### src/rtl/inst_mem_ctrl_if.sv
// Fetch, response and host-load signals between the front end and the instruction memory.
// The master side issues fetches and loads; the slave side is the memory controller.
interface inst_mem_ctrl_if #(
    parameter int DATA_W = 32,
    parameter int ADDR_W = 16
);
    logic              req_valid;
    logic [ADDR_W-1:0] req_addr;
    logic              req_ready;
    logic              resp_valid;
    logic [DATA_W-1:0] resp_data;
    logic              resp_err;
    logic              resp_ready;
    logic              load_valid;
    logic [ADDR_W-1:0] load_addr;
    logic [DATA_W-1:0] load_data;
    logic              load_ready;
    logic              busy;

    modport master (
        output req_valid, req_addr, resp_ready, load_valid, load_addr, load_data,
        input  req_ready, resp_valid, resp_data, resp_err, load_ready, busy
    );

    modport slave (
        input  req_valid, req_addr, resp_ready, load_valid, load_addr, load_data,
        output req_ready, resp_valid, resp_data, resp_err, load_ready, busy
    );
endinterface

### src/rtl/inst_mem_ctrl.sv
// Synchronous instruction RAM: post-reset clear, host load port, registered fetch with backpressure.
// Optional fetch/error statistics counters are built when INSTMEM_STATS_EN is defined.
module inst_mem_ctrl #(
    parameter int DATA_W = 32,
    parameter int ADDR_W = 16,
    parameter int DEPTH  = 16
) (
    input  logic           clk,
    input  logic           rst_n,
    inst_mem_ctrl_if.slave mem_bus
`ifdef INSTMEM_STATS_EN
    ,
    output logic [31:0]    fetch_count,
    output logic [15:0]    err_count
`endif
);

    localparam int                PTR_W    = (DEPTH > 1) ? $clog2(DEPTH) : 1;
    localparam logic [ADDR_W:0]   DEPTH_X  = (ADDR_W + 1)'(DEPTH);
    localparam logic [PTR_W-1:0]  LAST_PTR = PTR_W'(DEPTH - 1);

    typedef enum logic {CLEAR, RUN} state_t;

    state_t            state;
    state_t            state_nxt;
    logic [PTR_W-1:0]  clr_ptr;
    logic              clr_done;
    logic [DATA_W-1:0] mem [DEPTH];

    logic              req_fire_p0;
    logic              load_fire_p0;
    logic              req_hit_p0;
    logic              load_hit_p0;
    logic [PTR_W-1:0]  req_idx_p0;
    logic [PTR_W-1:0]  load_idx_p0;
    logic [DATA_W-1:0] rd_data_p0;

`ifdef INSTMEM_STATS_EN
    function automatic logic [31:0] sat_inc32(input logic [31:0] v);
        return (&v) ? v : v + 32'd1;
    endfunction

    function automatic logic [15:0] sat_inc16(input logic [15:0] v);
        return (&v) ? v : v + 16'd1;
    endfunction
`endif

    always_ff @(posedge clk) begin
        if (!rst_n) begin
            state   <= CLEAR;
            clr_ptr <= '0;
        end else begin
            state   <= state_nxt;
            clr_ptr <= (state == CLEAR && !clr_done) ? clr_ptr + 1'b1 : '0;
        end
    end

    always_comb begin
        state_nxt          = state;
        clr_done           = 1'b0;
        mem_bus.busy       = 1'b0;
        mem_bus.load_ready = 1'b0;
        mem_bus.req_ready  = 1'b0;
        case (state)
            CLEAR: begin
                mem_bus.busy = 1'b1;
                clr_done     = (clr_ptr == LAST_PTR);
                if (clr_done) state_nxt = RUN;
            end
            RUN: begin
                mem_bus.load_ready = 1'b1;
                // One-entry response buffer: accept only if it is empty or being drained.
                mem_bus.req_ready  = !mem_bus.resp_valid || mem_bus.resp_ready;
            end
            default: state_nxt = CLEAR;
        endcase
    end

    // Stage p0: handshake decode, full-width range check, write-first read mux.
    always_comb begin
        req_fire_p0  = mem_bus.req_valid && mem_bus.req_ready;
        load_fire_p0 = mem_bus.load_valid && mem_bus.load_ready;
        req_hit_p0   = {1'b0, mem_bus.req_addr} < DEPTH_X;
        load_hit_p0  = {1'b0, mem_bus.load_addr} < DEPTH_X;
        req_idx_p0   = mem_bus.req_addr[PTR_W-1:0];
        load_idx_p0  = mem_bus.load_addr[PTR_W-1:0];
        if (load_fire_p0 && load_hit_p0 && load_idx_p0 == req_idx_p0)
            rd_data_p0 = mem_bus.load_data;
        else
            rd_data_p0 = mem[req_idx_p0];
    end

    always_ff @(posedge clk) begin
        if (rst_n) begin
            if (state == CLEAR)
                mem[clr_ptr] <= '0;
            else if (load_fire_p0 && load_hit_p0)
                mem[load_idx_p0] <= mem_bus.load_data;
        end
    end

    // Stage p1: registered response, held while the consumer stalls.
    always_ff @(posedge clk) begin
        if (!rst_n) begin
            mem_bus.resp_valid <= 1'b0;
            mem_bus.resp_data  <= '0;
            mem_bus.resp_err   <= 1'b0;
        end else if (req_fire_p0) begin
            mem_bus.resp_valid <= 1'b1;
            mem_bus.resp_data  <= req_hit_p0 ? rd_data_p0 : '0;
            mem_bus.resp_err   <= !req_hit_p0;
        end else if (mem_bus.resp_ready) begin
            mem_bus.resp_valid <= 1'b0;
        end
    end

`ifdef INSTMEM_STATS_EN
    always_ff @(posedge clk) begin
        if (!rst_n || clr_done) begin
            fetch_count <= '0;
            err_count   <= '0;
        end else if (req_fire_p0) begin
            fetch_count <= sat_inc32(fetch_count);
            if (!req_hit_p0) err_count <= sat_inc16(err_count);
        end
    end
`endif

endmodule

### src/flat_wrapper.sv
// flat-port wrapper written by rule: the top's interface ports become plain ports
module inst_mem_ctrl_flat 
#(
    parameter int DATA_W = 32,
    parameter int ADDR_W = 16,
    parameter int DEPTH  = 16
)
  (clk, rst_n, mem_bus_req_valid, mem_bus_req_addr, mem_bus_resp_ready, mem_bus_load_valid, mem_bus_load_addr, mem_bus_load_data, mem_bus_req_ready, mem_bus_resp_valid, mem_bus_resp_data, mem_bus_resp_err, mem_bus_load_ready, mem_bus_busy);
  inst_mem_ctrl_if #(.DATA_W(DATA_W), .ADDR_W(ADDR_W)) mem_bus_i ();
  input  logic clk;
  input  logic rst_n;
  input wire logic [$bits(mem_bus_i.req_valid)-1:0] mem_bus_req_valid;
  input wire logic [$bits(mem_bus_i.req_addr)-1:0] mem_bus_req_addr;
  input wire logic [$bits(mem_bus_i.resp_ready)-1:0] mem_bus_resp_ready;
  input wire logic [$bits(mem_bus_i.load_valid)-1:0] mem_bus_load_valid;
  input wire logic [$bits(mem_bus_i.load_addr)-1:0] mem_bus_load_addr;
  input wire logic [$bits(mem_bus_i.load_data)-1:0] mem_bus_load_data;
  output wire logic [$bits(mem_bus_i.req_ready)-1:0] mem_bus_req_ready;
  output wire logic [$bits(mem_bus_i.resp_valid)-1:0] mem_bus_resp_valid;
  output wire logic [$bits(mem_bus_i.resp_data)-1:0] mem_bus_resp_data;
  output wire logic [$bits(mem_bus_i.resp_err)-1:0] mem_bus_resp_err;
  output wire logic [$bits(mem_bus_i.load_ready)-1:0] mem_bus_load_ready;
  output wire logic [$bits(mem_bus_i.busy)-1:0] mem_bus_busy;
  assign mem_bus_i.req_valid = mem_bus_req_valid;
  assign mem_bus_i.req_addr = mem_bus_req_addr;
  assign mem_bus_i.resp_ready = mem_bus_resp_ready;
  assign mem_bus_i.load_valid = mem_bus_load_valid;
  assign mem_bus_i.load_addr = mem_bus_load_addr;
  assign mem_bus_i.load_data = mem_bus_load_data;
  assign mem_bus_req_ready = mem_bus_i.req_ready;
  assign mem_bus_resp_valid = mem_bus_i.resp_valid;
  assign mem_bus_resp_data = mem_bus_i.resp_data;
  assign mem_bus_resp_err = mem_bus_i.resp_err;
  assign mem_bus_load_ready = mem_bus_i.load_ready;
  assign mem_bus_busy = mem_bus_i.busy;
  inst_mem_ctrl #(.DATA_W(DATA_W), .ADDR_W(ADDR_W), .DEPTH(DEPTH)) u_core (.clk(clk), .rst_n(rst_n), .mem_bus(mem_bus_i));
endmodule
### config.mk
export PLATFORM = sky130hd
export DESIGN_NAME = inst_mem_ctrl_flat
export DESIGN_NICKNAME = d
export VERILOG_FILES = /design/src/rtl/inst_mem_ctrl_if.sv /design/src/rtl/inst_mem_ctrl.sv /design/src/flat_wrapper.sv
export SDC_FILE = /design/constraint.sdc
export NUM_CORES = 1
export LEC_CHECK = 0
export BUFFER_PORTS_ARGS = -buffer_cell sky130_fd_sc_hd__buf_2
export CAP_MARGIN = 10
export CORE_UTILIZATION = 32
export CTS_CLUSTER_SIZE = 16
export DETAILED_ROUTE_END_ITERATION = 12
export GPL_ROUTABILITY_DRIVEN = 1
export SLEW_MARGIN = 10
export SYNTH_ARGS = -nofsm -noshare
export SYNTH_HDL_FRONTEND = slang
export SYNTH_SLANG_ARGS = --single-unit
### constraint.sdc
create_clock -name clk -period 3.9 [get_ports clk]
set_input_delay 0.78 -clock clk [delete_from_list [all_inputs] [get_ports clk]]
set_output_delay 0.78 -clock clk [all_outputs]
set_load 0.1 [all_outputs]
# --- Word-level counts from Yosys, hierarchy flattened ---
# Memories as Yosys holds them, arrays and structs flattened.
# Cells that the tools add are included.
# W data, S select, Z words.
totals:
  reg_bits: 39
  ramBits: 512
  in_bits: 69
  out_inout_bits: 37
  word_cells: 43
  n_memories: 1
classes:
  addsub: 1
  order_cmp: 2
  eq_ne: 2
  mux: 19
  bitwise: 1
  reduce_logical: 12
memory_table:
  columns: ["memory", "words", "width", "rd", "rd_ports_with_merged_regs", "wr", "line", "text"]
  rows:
  - ["u_core.mem", 16, 32, 1, 0, 1, "inst_mem_ctrl.sv:28", "logic [DATA_W-1:0] mem [DEPTH];"]
ops:
  columns: ["operator", "n"]
  rows:
  - ["$mux W32", 3]
  - ["$lt A16 B5 Y1 const B", 2]
  - ["$reduce_or A32 Y1", 1]
  - ["$mux W1", 15]
  - ["$logic_and A1 B1 Y1", 5]
  - ["$add A4 B1 Y4 const B", 1]
  - ["$eq A4 B4 Y1", 1]
  - ["$eq A4 B4 Y1 const B", 1]
  - ["$mux W4", 1]
  - ["$logic_not A1 Y1", 3]
  - ["$reduce_and A2 Y1", 1]
  - ["$reduce_bool A2 Y1", 1]
  - ["$logic_or A1 B1 Y1", 1]
  - ["$not A1 Y1", 1]

# --- Longest topological paths before layout ---
depth:
  depth_word: 9
  ltp_mapped: 8
  depth_no_buf: 5

# --- Least setup slack after synthesis ---
# Ideal clock, no wire load.
synth_timing:
  kind: "reg-to-reg"
  startpoint: "register u_core.state"
  endpoint: "memory u_core.mem[11][0], enable pin"
  setup_ns: 0.421
  t_arrival_ns: 3.355
  required_time_ns: 3.479
  path_slack_ns: 0.124
  path_stages_with_launch: 7
  n_path_buf: 1
  synth_period_minus_slack_ns: 3.776
  cell_sequence: "dfxtp_1 > nand2_1 > nand4b_1 > nor2_1 > buf_2 > a32oi_1 > nor2_1"
synth_via:
  elab_chain_cells: 9
  elab_cells_between_ends: 13
  classes_between: "10 x mux; 3 x reduce/logical"
synth_lines:
  columns: ["item", "line", "text"]
  rows:
  - ["start, declared", "inst_mem_ctrl.sv:24", "state_t state;"]
  - ["start signal, assigned", "inst_mem_ctrl.sv:53", "state <= state_nxt;"]
  - ["$mux W1", "inst_mem_ctrl.sv:64", "case (state)"]
  - ["$logic_and A1 B1 Y1", "inst_mem_ctrl.sv:82", "load_fire_p0 = mem_bus.load_valid && mem_bus.load_ready;"]
  - ["$logic_and A1 B1 Y1", "inst_mem_ctrl.sv:97", "else if (load_fire_p0 && load_hit_p0)"]
  - ["$mux W1", "inst_mem_ctrl.sv:97", null]
  - ["$mux W1", "inst_mem_ctrl.sv:95", "if (state == CLEAR)"]
  - ["$mux W1", "inst_mem_ctrl.sv:94", "if (rst_n) begin"]
  - ["$mux W1 (not written as such)", "inst_mem_ctrl.sv:98", "mem[load_idx_p0] <= mem_bus.load_data;"]
  - ["$reduce_or A32 Y1 (no line)", null, null]
  - ["$mux W4 (no line) or $mux W1 (tied branches)", null, null]
  - ["end, declared", "inst_mem_ctrl.sv:28", null]
# Several ways; a longest one is shown, not always the timed one.

# --- Worst setup path after layout ---
layout_timing:
  startpoint: "register u_core.state"
  endpoint: "memory u_core.mem[8][22], enable pin"
# Same word-level chain as after synthesis.

==> impl_metrics.yaml <==
place:
  placedCellCount: 2064
  numPortBuffers: 105
  hpwl_mm: 31.5
  routabilityCongestion: 0.787
  dp_slack_ns: 0.291
final_layout:
  area_delta_synth_final_pct: 17.9
  fill_cells: 5937
  drive_gt1_frac: 0.307
  n_antenna_cell: 0
  fin_cells: 2168
  layout.nets: 1327
  ff_latch_area_sq_mm: 0.0162
  multiInputGateArea_sq_mm: 0.00506
run_status:
  outcome: "finished with violations"
  violations: "design-rule violations"
synthesis:
  yosysWarnings: 0
  yosysTopAreaCellShare: 0.718
  ys.flop_type: "edfxtp_1"
  synth.distinct_cells: 37
  syn-mean-instance-area_sq_um: 19.1
  synthAdderAreaFrac: 0.000584
  synth_xor_xnor_area_share: 0.00204
  yosysTopAreaCell: "edfxtp_1"
  synth-seq-cells: 551
  synth_compound_area_frac: 0.0481
  synthSimpleGateAreaFrac: 0.0437
  synth-seq-area-share: 0.754
  synth_area_leaders: "edfxtp_1, mux4_2, dfxtp_1"
  syn-num-nets: 1189
  netlist_area_sq_mm: 0.0214
  synth_top_family_by_area: "multiplexers"
  synthMuxAreaShare: 0.135
  async_flop_share: 0
  synth_commonest_cells: "edfxtp_1, mux4_2, nor2_1"
  yosysMostFrequentCell: "edfxtp_1"
  synth-edff-count: 512
  syn_inst: 1119
routing:
  drtPass1Iterations: 11
  drc: 9
  drtIter0Drc: 940
  viasPerCell: 5.14
  wirelength_mm: 52.4
  ant_nets: 0
  avgRoutedWirePerCell_um: 24.2
  route.vias.total: 11100
critical_path:
  cp_data_arrival_time_ns: 3.44
  r2r-end: "u_core.mem[8][22]$_DFFE_PP_"
  critPathTopFamily: "simple AND/OR/NAND/NOR gates"
  critPathKind: "reg -> reg"
  critPathRequiredTime_ns: 4.14
  critical_path.cell_chain: "nand2_1, nand4b_1, nor2_4, buf_4, a32oi_1, nor2_4, buf_4"
  r2r_cells: 7
  regToRegSetupSlack_ns: 0.70
  endpoint_kind: "flop"
  crit_buf_inv: 2
  r2r_start: "u_core.state$_SDFF_PN0_"
  cpPeakStageDelay_ns: 0.61
  critPathMaxFanout: 22
  slowest_stage: "nand4b_1"
  cp-start-kind: "flop"
global_route:
  grt-ovfl-total: 0
  grt_util_all_layers: 0.157
  grt_max_degree: 41
  antenna_found_initial: 2
  grt_pass1_wl_mm: 77.4
  grt_pass1_vias: 11600
clock_network:
  cts_sinks: 551
  cts_root_buf: "clkbuf_16"
  h-tree-depth: 2
  cts-buffers-inserted: 55
  clkTransAtPathRegs_ns: 0.06
  clkLatencyLatePin_ns: 0.62
  cts_hold_buf: 0
  cts_max_path_buffers: 3
  post_cts_resized: 0
  cts_tree: "yes"
  post-cts-setup-buffer-count: 0
min_path:
  hold_start: "u_core.mem_bus.resp_data[3]$_SDFFE_PN0P_"
  min_path_type: "reg -> reg"
  hold_depth: 2
  min_to: "u_core.mem_bus.resp_data[3]$_SDFFE_PN0P_"
sta:
  relSlewSlack: 0.322
  fin_skew_ns: 0.0313
  finalSetupViolCount: 0
  finalMaxSlewViolations: 0
  worst_slack_ns: 0.697
  finalCritPeriodShare: 0.821
  max_freq_ghz: 0.312
  min_period_ns: 3.20
  finalSetupTns_ns: 0
  rsz0062_at_grt: "false"
  hold_viol: 0
  holdWs_ns: 0.447
  worstMarginPinSlew_ns: 1.01
floorplan:
  std_cell_rows: 94
  die_h_um: 261
  start_util: 0.325
  core_sq_mm: 0.0660
  ios: 106
  die_x_um: 261
  die-area_sq_mm: 0.0680
power:
  leakagePower_nw: 9.33
  cellPowerDensity_mw_per_mm2: 485
  ir_drop_v: 0.000316
flow_run:
  maxCapViolCount: 0
==> kinds of logic (layout without fill, tap and decap cells) <==
logic type / Yosys count / in the layout
compound gates: 139 / 139
xor+xnor: 5 / 5
buf+inv: 73 / 258
simple gates: 186 / 186
mux: 164 / 164
fa+ha+maj: 1 / 1
flops: 551 / 551
==> where the power goes <==
| group | leakage [nW] | internal [mW] | total, mW | switching (mW) |
|---|---|---|---|---|
| Sequential | 6.04 | 6.43 | 6.44 | 0.0149 |
| Clock | 0.908 | 3.14 | 5.35 | 2.21 |
| Combinational | 2.38 | 0.171 | 0.468 | 0.296 |
| Total | 9.33 | 9.74 | 12.3 | 2.52 |
==> area by class of cell <==
class | instances | share of cell area
repair buffers | 150 | 0.0437
clock inverters | 20 | 0.00877
inverters | 4 | 0.000594
flip-flops and latches | 551 | 0.639
clock buffers | 84 | 0.0644
well taps | 864 | 0.0428
multi-input cells | 495 | 0.200
==> worst register-to-register path, cell delays in order (launching register included) <==
cell,delay (ns)
dfxtp_1,0.32
nand2_1,0.30
nand4b_1,0.61
nor2_4,0.41
buf_4,0.23
a32oi_1,0.35
nor2_4,0.19
buf_4,0.41
==> stage by stage <==
| step | util | total power, mW | cell area, sq um |
|---|---|---|---|
| after floorplan | - | 6.83 | 21400 |
| after global placement | 0.355 | 7.04 | 23400 |
| after detailed placement | 0.355 | 7.04 | 23400 |
| after CTS | 0.383 | 12.3 | 25300 |
| after global routing | 0.383 | 12.6 | 25300 |
| final | 0.383 | 12.3 | 25300 |
==> routing by layer <==
metal	up-vias	global-route usage	wire [um]
li1	4857	-	-
met1	5883	0.227	24100
met2	328	0.240	24100
met3	65	0.0322	3320
met4	2	0.0408	903
met5	-	0	13
==> flip-flops by register name, summed over array words and instances (netlist names) <==
name                       cells
u_core.clr_ptr                 4
u_core.mem_bus.resp_valid      1
u_core.mem_bus.resp_data      32
u_core.mem_bus.resp_err        1
u_core.state                   1
u_core.mem                   512
==> layout by cell type, fill, tap and decap left out, types with 14 or more instances in the layout <==
cell type    n
o22ai_1     32
edfxtp_1   512
clkbuf_16   56
mux2_2      32
buf_2      102
a211oi_1    32
buf_12      18
mux4_2      96
clkbuf_1    16
nor2_2      14
dfxtp_1     39
mux2i_1     36
nor2_1      27
nor3_1      33
nor2_4      17
a22o_1      32
nand2_1     37
o31ai_1     32
buf_4       28
and2_1      35
==> worst max-delay path by stage <==
stage                                   endpoint  slack [ns]  cells past startpoint                     from
floorplan            u_core.mem[11][0]$_DFFE_PP_        0.12                      6  u_core.state$_SDFF_PN0_
global placement    u_core.mem[10][23]$_DFFE_PP_        0.33                      8       mem_bus_load_valid
detailed placement   u_core.mem[8][25]$_DFFE_PP_        0.29                      8    mem_bus_load_addr[14]
CTS                  u_core.mem[8][22]$_DFFE_PP_        0.80                      7  u_core.state$_SDFF_PN0_
global route         u_core.mem[8][25]$_DFFE_PP_        0.53                      7  u_core.state$_SDFF_PN0_
finish               u_core.mem[8][22]$_DFFE_PP_        0.70                      7  u_core.state$_SDFF_PN0_
(Power assumes the default switching activity.)
